==> src/rtl/vending_pkg.sv <==
// Shared types, coin values and the strobe decoder for vending_controller.
package vending_pkg;

    typedef enum logic [1:0] {
        IDLE,
        DISPENSE,
        CHANGE
    } vend_state_t;

    localparam int unsigned NICKEL_UNITS  = 1;
    localparam int unsigned DIME_UNITS    = 2;
    localparam int unsigned QUARTER_UNITS = 5;

    typedef struct packed {
        logic       valid;
        logic       illegal;
        logic [2:0] units;
    } coin_t;

    // Exactly one strobe yields a valid coin; two or more flag an illegal combination.
    function automatic coin_t coin_value(input logic nickel, input logic dime,
                                         input logic quarter);
        coin_t c;
        c = '0;
        case ({nickel, dime, quarter})
            3'b000: c = '0;
            3'b100: begin
                c.valid = 1'b1;
                c.units = 3'(NICKEL_UNITS);
            end
            3'b010: begin
                c.valid = 1'b1;
                c.units = 3'(DIME_UNITS);
            end
            3'b001: begin
                c.valid = 1'b1;
                c.units = 3'(QUARTER_UNITS);
            end
            default: c.illegal = 1'b1;
        endcase
        return c;
    endfunction

endpackage

==> src/rtl/change_pacer.sv <==
// Gap counter and registered nickel-return pulse generator for the change payout.
module change_pacer #(
    parameter int unsigned CHANGE_GAP = 4
) (
    input  logic clk,
    input  logic reset,
    input  logic i_start,
    input  logic i_pending,
    output logic o_fire,
    output logic o_pulse
);

    localparam int unsigned CNT_W = $clog2(CHANGE_GAP);
    localparam logic [CNT_W-1:0] RELOAD = CNT_W'(CHANGE_GAP - 1);
    localparam logic [CNT_W-1:0] CNT_ONE = CNT_W'(1);

    logic [CNT_W-1:0] r_cnt;
    logic             r_pulse;

    // The pulse register is set as the counter steps to 0, so the pulse is high while it reads 0.
    assign o_fire  = i_pending && !i_start && (r_cnt == CNT_ONE);
    assign o_pulse = r_pulse;

    always_ff @(posedge clk or negedge reset) begin
        if (!reset) begin
            r_cnt   <= '0;
            r_pulse <= 1'b0;
        end else if (i_start) begin
            r_cnt   <= RELOAD;
            r_pulse <= 1'b0;
        end else if (i_pending) begin
            r_pulse <= (r_cnt == CNT_ONE);
            r_cnt   <= (r_cnt == '0) ? RELOAD : r_cnt - CNT_ONE;
        end else begin
            r_pulse <= 1'b0;
        end
    end

endmodule

==> src/rtl/vending_controller.sv <==
// Coin-credit vending FSM with dispense and timed nickel change payout.
// Optional cancel/refund input enabled by defining VENDING_CANCEL_EN.
module vending_controller
    import vending_pkg::*;
#(
    parameter int unsigned PRICE_UNITS      = 4,
    parameter int unsigned MAX_CREDIT_UNITS = 24,
    parameter int unsigned CREDIT_W         = 5,
    parameter int unsigned AUTO_CHANGE      = 1,
    parameter int unsigned CHANGE_GAP       = 4
) (
    input  logic                clk,
    input  logic                reset,
    input  logic                nickel_det,
    input  logic                dime_det,
    input  logic                quarter_det,
`ifdef VENDING_CANCEL_EN
    input  logic                cancel,
`endif
    output logic                dispense,
    output logic                change_nickel,
    output logic                coin_reject,
    output logic                busy,
    output logic [CREDIT_W-1:0] credit
);

    localparam logic [CREDIT_W:0]   MAX_L   = (CREDIT_W + 1)'(MAX_CREDIT_UNITS);
    localparam logic [CREDIT_W:0]   PRICE_L = (CREDIT_W + 1)'(PRICE_UNITS);
    localparam logic [CREDIT_W-1:0] PRICE_S = CREDIT_W'(PRICE_UNITS);
    localparam logic [CREDIT_W-1:0] ONE_S   = CREDIT_W'(1);

    vend_state_t         r_state;
    logic [CREDIT_W-1:0] r_credit;
    logic                r_dispense;
    logic                r_coin_reject;
    logic                r_busy;

    coin_t               w_coin;
    logic                w_any_strobe;
    logic [CREDIT_W:0]   w_sum;
    logic [CREDIT_W-1:0] w_after_sale;
    logic                w_start;
    logic                w_pending;
    logic                w_fire;
    logic                w_pulse;
`ifdef VENDING_CANCEL_EN
    logic                w_cancel_go;
`endif

    assign w_coin       = coin_value(nickel_det, dime_det, quarter_det);
    assign w_any_strobe = nickel_det | dime_det | quarter_det;
    assign w_sum        = {1'b0, r_credit} + (CREDIT_W + 1)'(w_coin.units);
    // Only used when PRICE <= sum <= MAX, so the narrow arithmetic cannot wrap.
    assign w_after_sale = r_credit + CREDIT_W'(w_coin.units) - PRICE_S;
    assign w_pending    = (r_state == CHANGE) && (r_credit != '0);

    always_comb begin
        w_start = 1'b0;
        if ((r_state == DISPENSE) && (AUTO_CHANGE != 0) && (r_credit != '0)) begin
            w_start = 1'b1;
        end
`ifdef VENDING_CANCEL_EN
        w_cancel_go = 1'b0;
        if ((r_state == IDLE) && cancel && (r_credit != '0)) begin
            w_cancel_go = 1'b1;
            w_start     = 1'b1;
        end
`endif
    end

    change_pacer #(
        .CHANGE_GAP(CHANGE_GAP)
    ) u_pacer (
        .clk      (clk),
        .reset    (reset),
        .i_start  (w_start),
        .i_pending(w_pending),
        .o_fire   (w_fire),
        .o_pulse  (w_pulse)
    );

    always_ff @(posedge clk or negedge reset) begin
        if (!reset) begin
            r_state       <= IDLE;
            r_credit      <= '0;
            r_dispense    <= 1'b0;
            r_coin_reject <= 1'b0;
            r_busy        <= 1'b0;
        end else begin
            r_dispense    <= 1'b0;
            r_coin_reject <= 1'b0;
            case (r_state)
                IDLE: begin
`ifdef VENDING_CANCEL_EN
                    if (w_cancel_go) begin
                        r_state       <= CHANGE;
                        r_busy        <= 1'b1;
                        r_coin_reject <= w_any_strobe;
                    end else
`endif
                    if (w_coin.illegal) begin
                        r_coin_reject <= 1'b1;
                    end else if (w_coin.valid) begin
                        if (w_sum > MAX_L) begin
                            r_coin_reject <= 1'b1;
                        end else if (w_sum >= PRICE_L) begin
                            r_credit   <= w_after_sale;
                            r_state    <= DISPENSE;
                            r_dispense <= 1'b1;
                            r_busy     <= 1'b1;
                        end else begin
                            r_credit <= w_sum[CREDIT_W-1:0];
                        end
                    end
                end
                DISPENSE: begin
                    r_coin_reject <= w_any_strobe;
                    if (w_start) begin
                        r_state <= CHANGE;
                    end else begin
                        r_state <= IDLE;
                        r_busy  <= 1'b0;
                    end
                end
                CHANGE: begin
                    r_coin_reject <= w_any_strobe;
                    // Hold CHANGE through the last pulse cycle, then leave once credit is spent.
                    if (w_fire) begin
                        r_credit <= r_credit - ONE_S;
                    end else if (r_credit == '0) begin
                        r_state <= IDLE;
                        r_busy  <= 1'b0;
                    end
                end
                default: begin
                    r_state <= IDLE;
                    r_busy  <= 1'b0;
                end
            endcase
        end
    end

    assign dispense      = r_dispense;
    assign change_nickel = w_pulse;
    assign coin_reject   = r_coin_reject;
    assign busy          = r_busy;
    assign credit        = r_credit;

endmodule
==> config.mk <==
export PLATFORM = sky130hd
export DESIGN_NAME = vending_controller
export DESIGN_NICKNAME = d
export VERILOG_FILES = /design/src/rtl/vending_pkg.sv /design/src/rtl/change_pacer.sv /design/src/rtl/vending_controller.sv
export SDC_FILE = /design/constraint.sdc
export NUM_CORES = 1
export LEC_CHECK = 0
export ABC_AREA = 1
export CORE_ASPECT_RATIO = 1.25
export CORE_MARGIN = 4
export CORE_UTILIZATION = 56
export CTS_CLUSTER_SIZE = 14
export DETAILED_ROUTE_END_ITERATION = 10
export PLACE_DENSITY = 0.79
export SLEW_MARGIN = 20
export SYNTH_ARGS = -nofsm -noshare
export SYNTH_HDL_FRONTEND = slang
export SYNTH_SLANG_ARGS = --single-unit
==> constraint.sdc <==
create_clock -name clk -period 2.8 [get_ports clk]
set_input_delay 0.7 -clock clk [delete_from_list [all_inputs] [get_ports clk]]
set_output_delay 0.7 -clock clk [all_outputs]
set_load 0.05 [all_outputs]
==> impl_results.html <==
<table>
<tr><th>Metric</th><th>Value</th></tr>
<tr><th colspan="2">Global route</th></tr>
<tr><td>Vias in the first global route</td><td>1191</td></tr>
<tr><td>Maximum number of pins on one net before global-route repair</td><td>14</td></tr>
<tr><td>Number of antenna violations at the first check in global routing</td><td>0</td></tr>
<tr><td>Overall Global Routing Usage</td><td>0.206</td></tr>
<tr><td>Total overflow reported by the global router</td><td>0</td></tr>
<tr><td>First-pass GRT wire length</td><td>4.84 mm</td></tr>
<tr><th colspan="2">Power and ir drop</th></tr>
<tr><td>Power share of the clock group</td><td>0.069</td></tr>
<tr><td>Static Leakage</td><td>0.879 nW</td></tr>
<tr><td>Switching portion of total power</td><td>0.542</td></tr>
<tr><td>IR drop worst, VDD</td><td>0.627 mV</td></tr>
<tr><td>Combinational share of power</td><td>0.710</td></tr>
<tr><td>Register share of total power</td><td>0.220</td></tr>
<tr><td>Net Sw Power</td><td>0.000901 W</td></tr>
<tr><td>Int Pwr</td><td>0.000761 W</td></tr>
<tr><td>Pwr dens</td><td>1050 mW/mm^2</td></tr>
<tr><th colspan="2">Synthesis</th></tr>
<tr><td>Proportion of netlist area held by the largest area contributor</td><td>0.250</td></tr>
<tr><td>Top cell types by occurrence after synthesis</td><td>sky130_fd_sc_hd__nand2_1 (40), sky130_fd_sc_hd__inv_1 (29), sky130_fd_sc_hd__ha_1 (16), sky130_fd_sc_hd__nand3_1 (16), sky130_fd_sc_hd__dfrtp_1 (13)</td></tr>
<tr><td>Count of unique library cells instantiated by Yosys</td><td>29</td></tr>
<tr><td>Cell with the most instances after synthesis</td><td>sky130_fd_sc_hd__nand2_1</td></tr>
<tr><td>Asr flop ratio synth</td><td>1.00</td></tr>
<tr><td>Synthesized instance count</td><td>173</td></tr>
<tr><td>Fraction of the yosys area taken by sequential cells</td><td>0.250</td></tr>
<tr><td>Number of enable flip-flop cells after synthesis</td><td>0</td></tr>
<tr><td>Cell area after technology mapping</td><td>0.00130 mm^2</td></tr>
<tr><td>Dominant cells by area after synthesis</td><td>sky130_fd_sc_hd__dfrtp_1 (25%), sky130_fd_sc_hd__ha_1 (15%), sky130_fd_sc_hd__nand2_1 (12%)</td></tr>
<tr><td>Flop and latch count out of synthesis</td><td>13</td></tr>
<tr><td>Syn avg cell area</td><td>7.51 um^2</td></tr>
<tr><td>Total of warnings raised by yosys</td><td>0</td></tr>
<tr><td>Cell accounting for the most synthesized area</td><td>sky130_fd_sc_hd__dfrtp_1</td></tr>
<tr><td>Syn Nets</td><td>197</td></tr>
<tr><td>Ys flop type</td><td>sky130_fd_sc_hd__dfrtp_1</td></tr>
<tr><th colspan="2">Critical path</th></tr>
<tr><td>Critical path required time</td><td>2.98 ns</td></tr>
<tr><td>Max incr delay on CP</td><td>0.53 ns</td></tr>
<tr><td>Crit-path slowest cell</td><td>sky130_fd_sc_hd__fa_2</td></tr>
<tr><td>Most repeated library cell on the critical path</td><td>sky130_fd_sc_hd__nand2_1</td></tr>
<tr><td>Top cell family by delay on the critical path</td><td>adder cells</td></tr>
<tr><td>Number of cells on the critical path</td><td>13</td></tr>
<tr><td>Number of buffer and inverter stages on the critical path</td><td>3</td></tr>
<tr><td>Reg-to-reg setup timing slack</td><td>0.65 ns</td></tr>
<tr><td>WP data arrival</td><td>2.90 ns</td></tr>
<tr><td>Crit path max fanout</td><td>3</td></tr>
<tr><td>Cells along the critical path</td><td>clkdlybuf4s50_1 &gt; inv_1 &gt; nand3_1 &gt; inv_1 &gt; ha_1 &gt; fa_2 &gt; nor2_1 &gt; o21ai_0 &gt; nand3_1 &gt; nand4_1 &gt; nand2_1 &gt; nand2_1 &gt; nand2_1</td></tr>
<tr><td>Crit path kind</td><td>input pin to flip-flop</td></tr>
<tr><td>Startpoint types</td><td>input pin</td></tr>
<tr><td>Kind of end point of the critical path</td><td>flip-flop</td></tr>
<tr><td>Cell count of the worst reg-to-reg path</td><td>13</td></tr>
<tr><th colspan="2">Cells and area</th></tr>
<tr><td>Fraction of layout instances using a drive strength above 1</td><td>0.221</td></tr>
<tr><td>Post-layout net count</td><td>224</td></tr>
<tr><td>Fillers</td><td>194</td></tr>
<tr><td>Non-filler instance count after layout</td><td>230</td></tr>
<tr><td>Layout-stage area growth over the synthesis result</td><td>21.8%</td></tr>
<tr><td>Final antenna diode count</td><td>0</td></tr>
<tr><th colspan="2">STA</th></tr>
<tr><td>Number of hold-slack violations in the final timing report</td><td>0</td></tr>
<tr><td>Fin Setup TNS</td><td>0 ns</td></tr>
<tr><td>Fraction of the cycle the final worst path needs</td><td>0.972</td></tr>
<tr><td>Tmin final</td><td>2.72 ns</td></tr>
<tr><td>Setup violations, final</td><td>0</td></tr>
<tr><td>Transition at the pin with the smallest max-transition slack</td><td>0.565 ns</td></tr>
<tr><td>Clk_skew</td><td>0.00813 ns</td></tr>
<tr><td>Relative slew slack</td><td>0.622</td></tr>
<tr><td>Peak clock frequency supported by timing</td><td>368 MHz</td></tr>
<tr><td>Count of final max-slew check failures</td><td>0</td></tr>
<tr><th colspan="2">Placement</th></tr>
<tr><td>Count of placed standard cells including taps</td><td>226</td></tr>
<tr><td>Port Buf Inserts</td><td>13</td></tr>
<tr><td>Routability Congestion</td><td>0.904</td></tr>
<tr><td>Estimated wirelength of the detail-placed design</td><td>2.45 mm</td></tr>
<tr><th colspan="2">Die</th></tr>
<tr><td>Die Width</td><td>51.1 um</td></tr>
<tr><td>Std cell rows</td><td>19</td></tr>
<tr><td>Area of the core region</td><td>0.00221 mm^2</td></tr>
<tr><td>Number of primary I/O pins</td><td>14</td></tr>
<tr><td>Die height</td><td>61.9 um</td></tr>
<tr><td>Effective utilization at floorplan</td><td>0.588</td></tr>
<tr><td>Die area</td><td>0.00316 mm^2</td></tr>
<tr><th colspan="2">Worst hold path</th></tr>
<tr><td>Worst hold path cell count</td><td>2</td></tr>
<tr><td>Path type of the worst min-delay path</td><td>flip-flop to flip-flop</td></tr>
<tr><th colspan="2">Route</th></tr>
<tr><td>Initial DRT Pass Iterations</td><td>4</td></tr>
<tr><td>Wire length per cell</td><td>12.8 um</td></tr>
<tr><td>Via count of the routed design</td><td>1164</td></tr>
<tr><td>Number of DRC violations after detailed routing</td><td>0</td></tr>
<tr><td>Remaining antenna violation count</td><td>0</td></tr>
<tr><td>Total wirelength of the detailed-routed design</td><td>2.95 mm</td></tr>
<tr><td>Via density per instance</td><td>5.06</td></tr>
<tr><td>Detailed router's first-iteration violation count</td><td>27</td></tr>
<tr><th colspan="2">Clock network</th></tr>
<tr><td>Cell at the root of the clock tree</td><td>sky130_fd_sc_hd__clkbuf_4</td></tr>
<tr><td>Hold_buf cts</td><td>0</td></tr>
<tr><td>Post-CTS Setup Bufs</td><td>0</td></tr>
<tr><td>Number of clock sinks</td><td>13</td></tr>
<tr><td>CTS HTree Levels</td><td>1</td></tr>
<tr><td>Num CTS Buffers</td><td>3</td></tr>
<tr><td>Clock tree buffer depth</td><td>2</td></tr>
<tr><td>CTS clock-pin slew for the worst setup and hold paths</td><td>0.08 ns</td></tr>
<tr><td>TritonCTS clock tree</td><td>yes</td></tr>
<tr><td>Worst-Skew Late Latency</td><td>0.28 ns</td></tr>
<tr><td>Post-cts sizing count</td><td>0</td></tr>
<tr><th colspan="2">Flow run</th></tr>
<tr><td>Count of max-cap constraint violations</td><td>0</td></tr>
<tr><th colspan="2">Outcome</th></tr>
<tr><td>Status</td><td>finished, final reports clean</td></tr>
</table>
==> path summary, 6_finish.rpt <==
path	start	end
hold reg to reg	busy	busy
min in group asynchronous	reset	u_pacer.o_pulse
max in group asynchronous	reset	r_state[0]
setup reg to reg	credit[2]	credit[4]
hold / removal	busy	busy
setup / recovery	nickel_det	credit[4]
==> per-stage QoR <==
stage | cell area [um^2] | utilization | hold WS, ns | power, W | worst slack (ns)
finish | 1580 | 0.716 | 0.497 | 0.00166 | 0.0795
global route | 1580 | 0.716 | 0.518 | 0.00181 | -0.0135
CTS | 1570 | 0.709 | 0.489 | 0.00166 | 0.0472
detailed placement | 1540 | 0.696 | 0.471 | 0.00154 | -0.240
global placement | 1540 | 0.696 | 0.461 | 0.00149 | -0.130
floorplan | 1300 | - | 0.404 | 0.00122 | 0.276
==> routing by layer <==
layer	track usage	up-vias	share of wire
met3	0.0143	6	0.027
li1	-	601	-
met1	0.210	535	0.39
met4	0.115	0	0.024
met2	0.416	22	0.56
met5	0	-	0
==> tightest hold or removal path, cell delays in order (launching register included) <==
cell and delay [ns]:
sky130_fd_sc_hd__dfrtp_1 0.36, sky130_fd_sc_hd__nand2_1 0.06, sky130_fd_sc_hd__nand2_1 0.05
==> kinds of logic after synthesis <==
kind of cell	after synthesis	share of synthesized area
AO/OA/AOI/OAI	20	0.0905
XOR/XNOR	1	0.00674
adder cells (fa/ha/maj)	19	0.200
buffers and inverters	35	0.107
flip-flops	13	0.250
AND/OR/NAND/NOR	85	0.346
==> cell type report <==
class,count,area (um^2),area share
Timing Repair Buffer,24,218,0.137
Tap cell,31,38.8,0.0245
Clock inverter,1,5.00,0.00316
Inverter,33,126,0.0798
Sequential cell,13,325,0.205
Multi-Input combinational cell,125,848,0.536
Clock buffer,3,22.5,0.0142
==> state kept, by name (all words and copies together), names as in the netlist <==
signal	flops
u_pacer.o_pulse	1
busy	1
dispense	1
credit	5
r_state	2
u_pacer.r_cnt	2
coin_reject	1
==> placed cells by master, fill, tap and decap left out, drive strengths merged <==
cell type | netlist | final
a21boi | 1 | 1
a21oi | 7 | 7
a32oi | 1 | 1
buf | 2 | 11
clkbuf | 0 | 3
clkdlybuf4s50 | 0 | 11
clkinv | 0 | 1
dfrtp | 13 | 13
dlymetal6s2s | 0 | 2
fa | 3 | 3
ha | 16 | 16
inv | 33 | 33
nand2 | 50 | 50
nand3 | 21 | 21
nand4 | 3 | 3
nor2 | 6 | 6
nor3 | 1 | 1
nor3b | 1 | 1
nor4 | 1 | 1
o21ai | 11 | 11
or2 | 2 | 2
xnor2 | 1 | 1
==> power by group through the flow <==
stage	Sequential [W]	Combinational (W)	Clock [W]
CTS	0.000363	0.00118	0.000119
floorplan	0.000509	0.000711	0
global placement	0.000366	0.00113	0
detailed placement	0.000365	0.00117	0
global route	0.000380	0.00130	0.000130
finish	0.000366	0.00118	0.000115
Note: power is estimated with default switching activity, not from simulation.
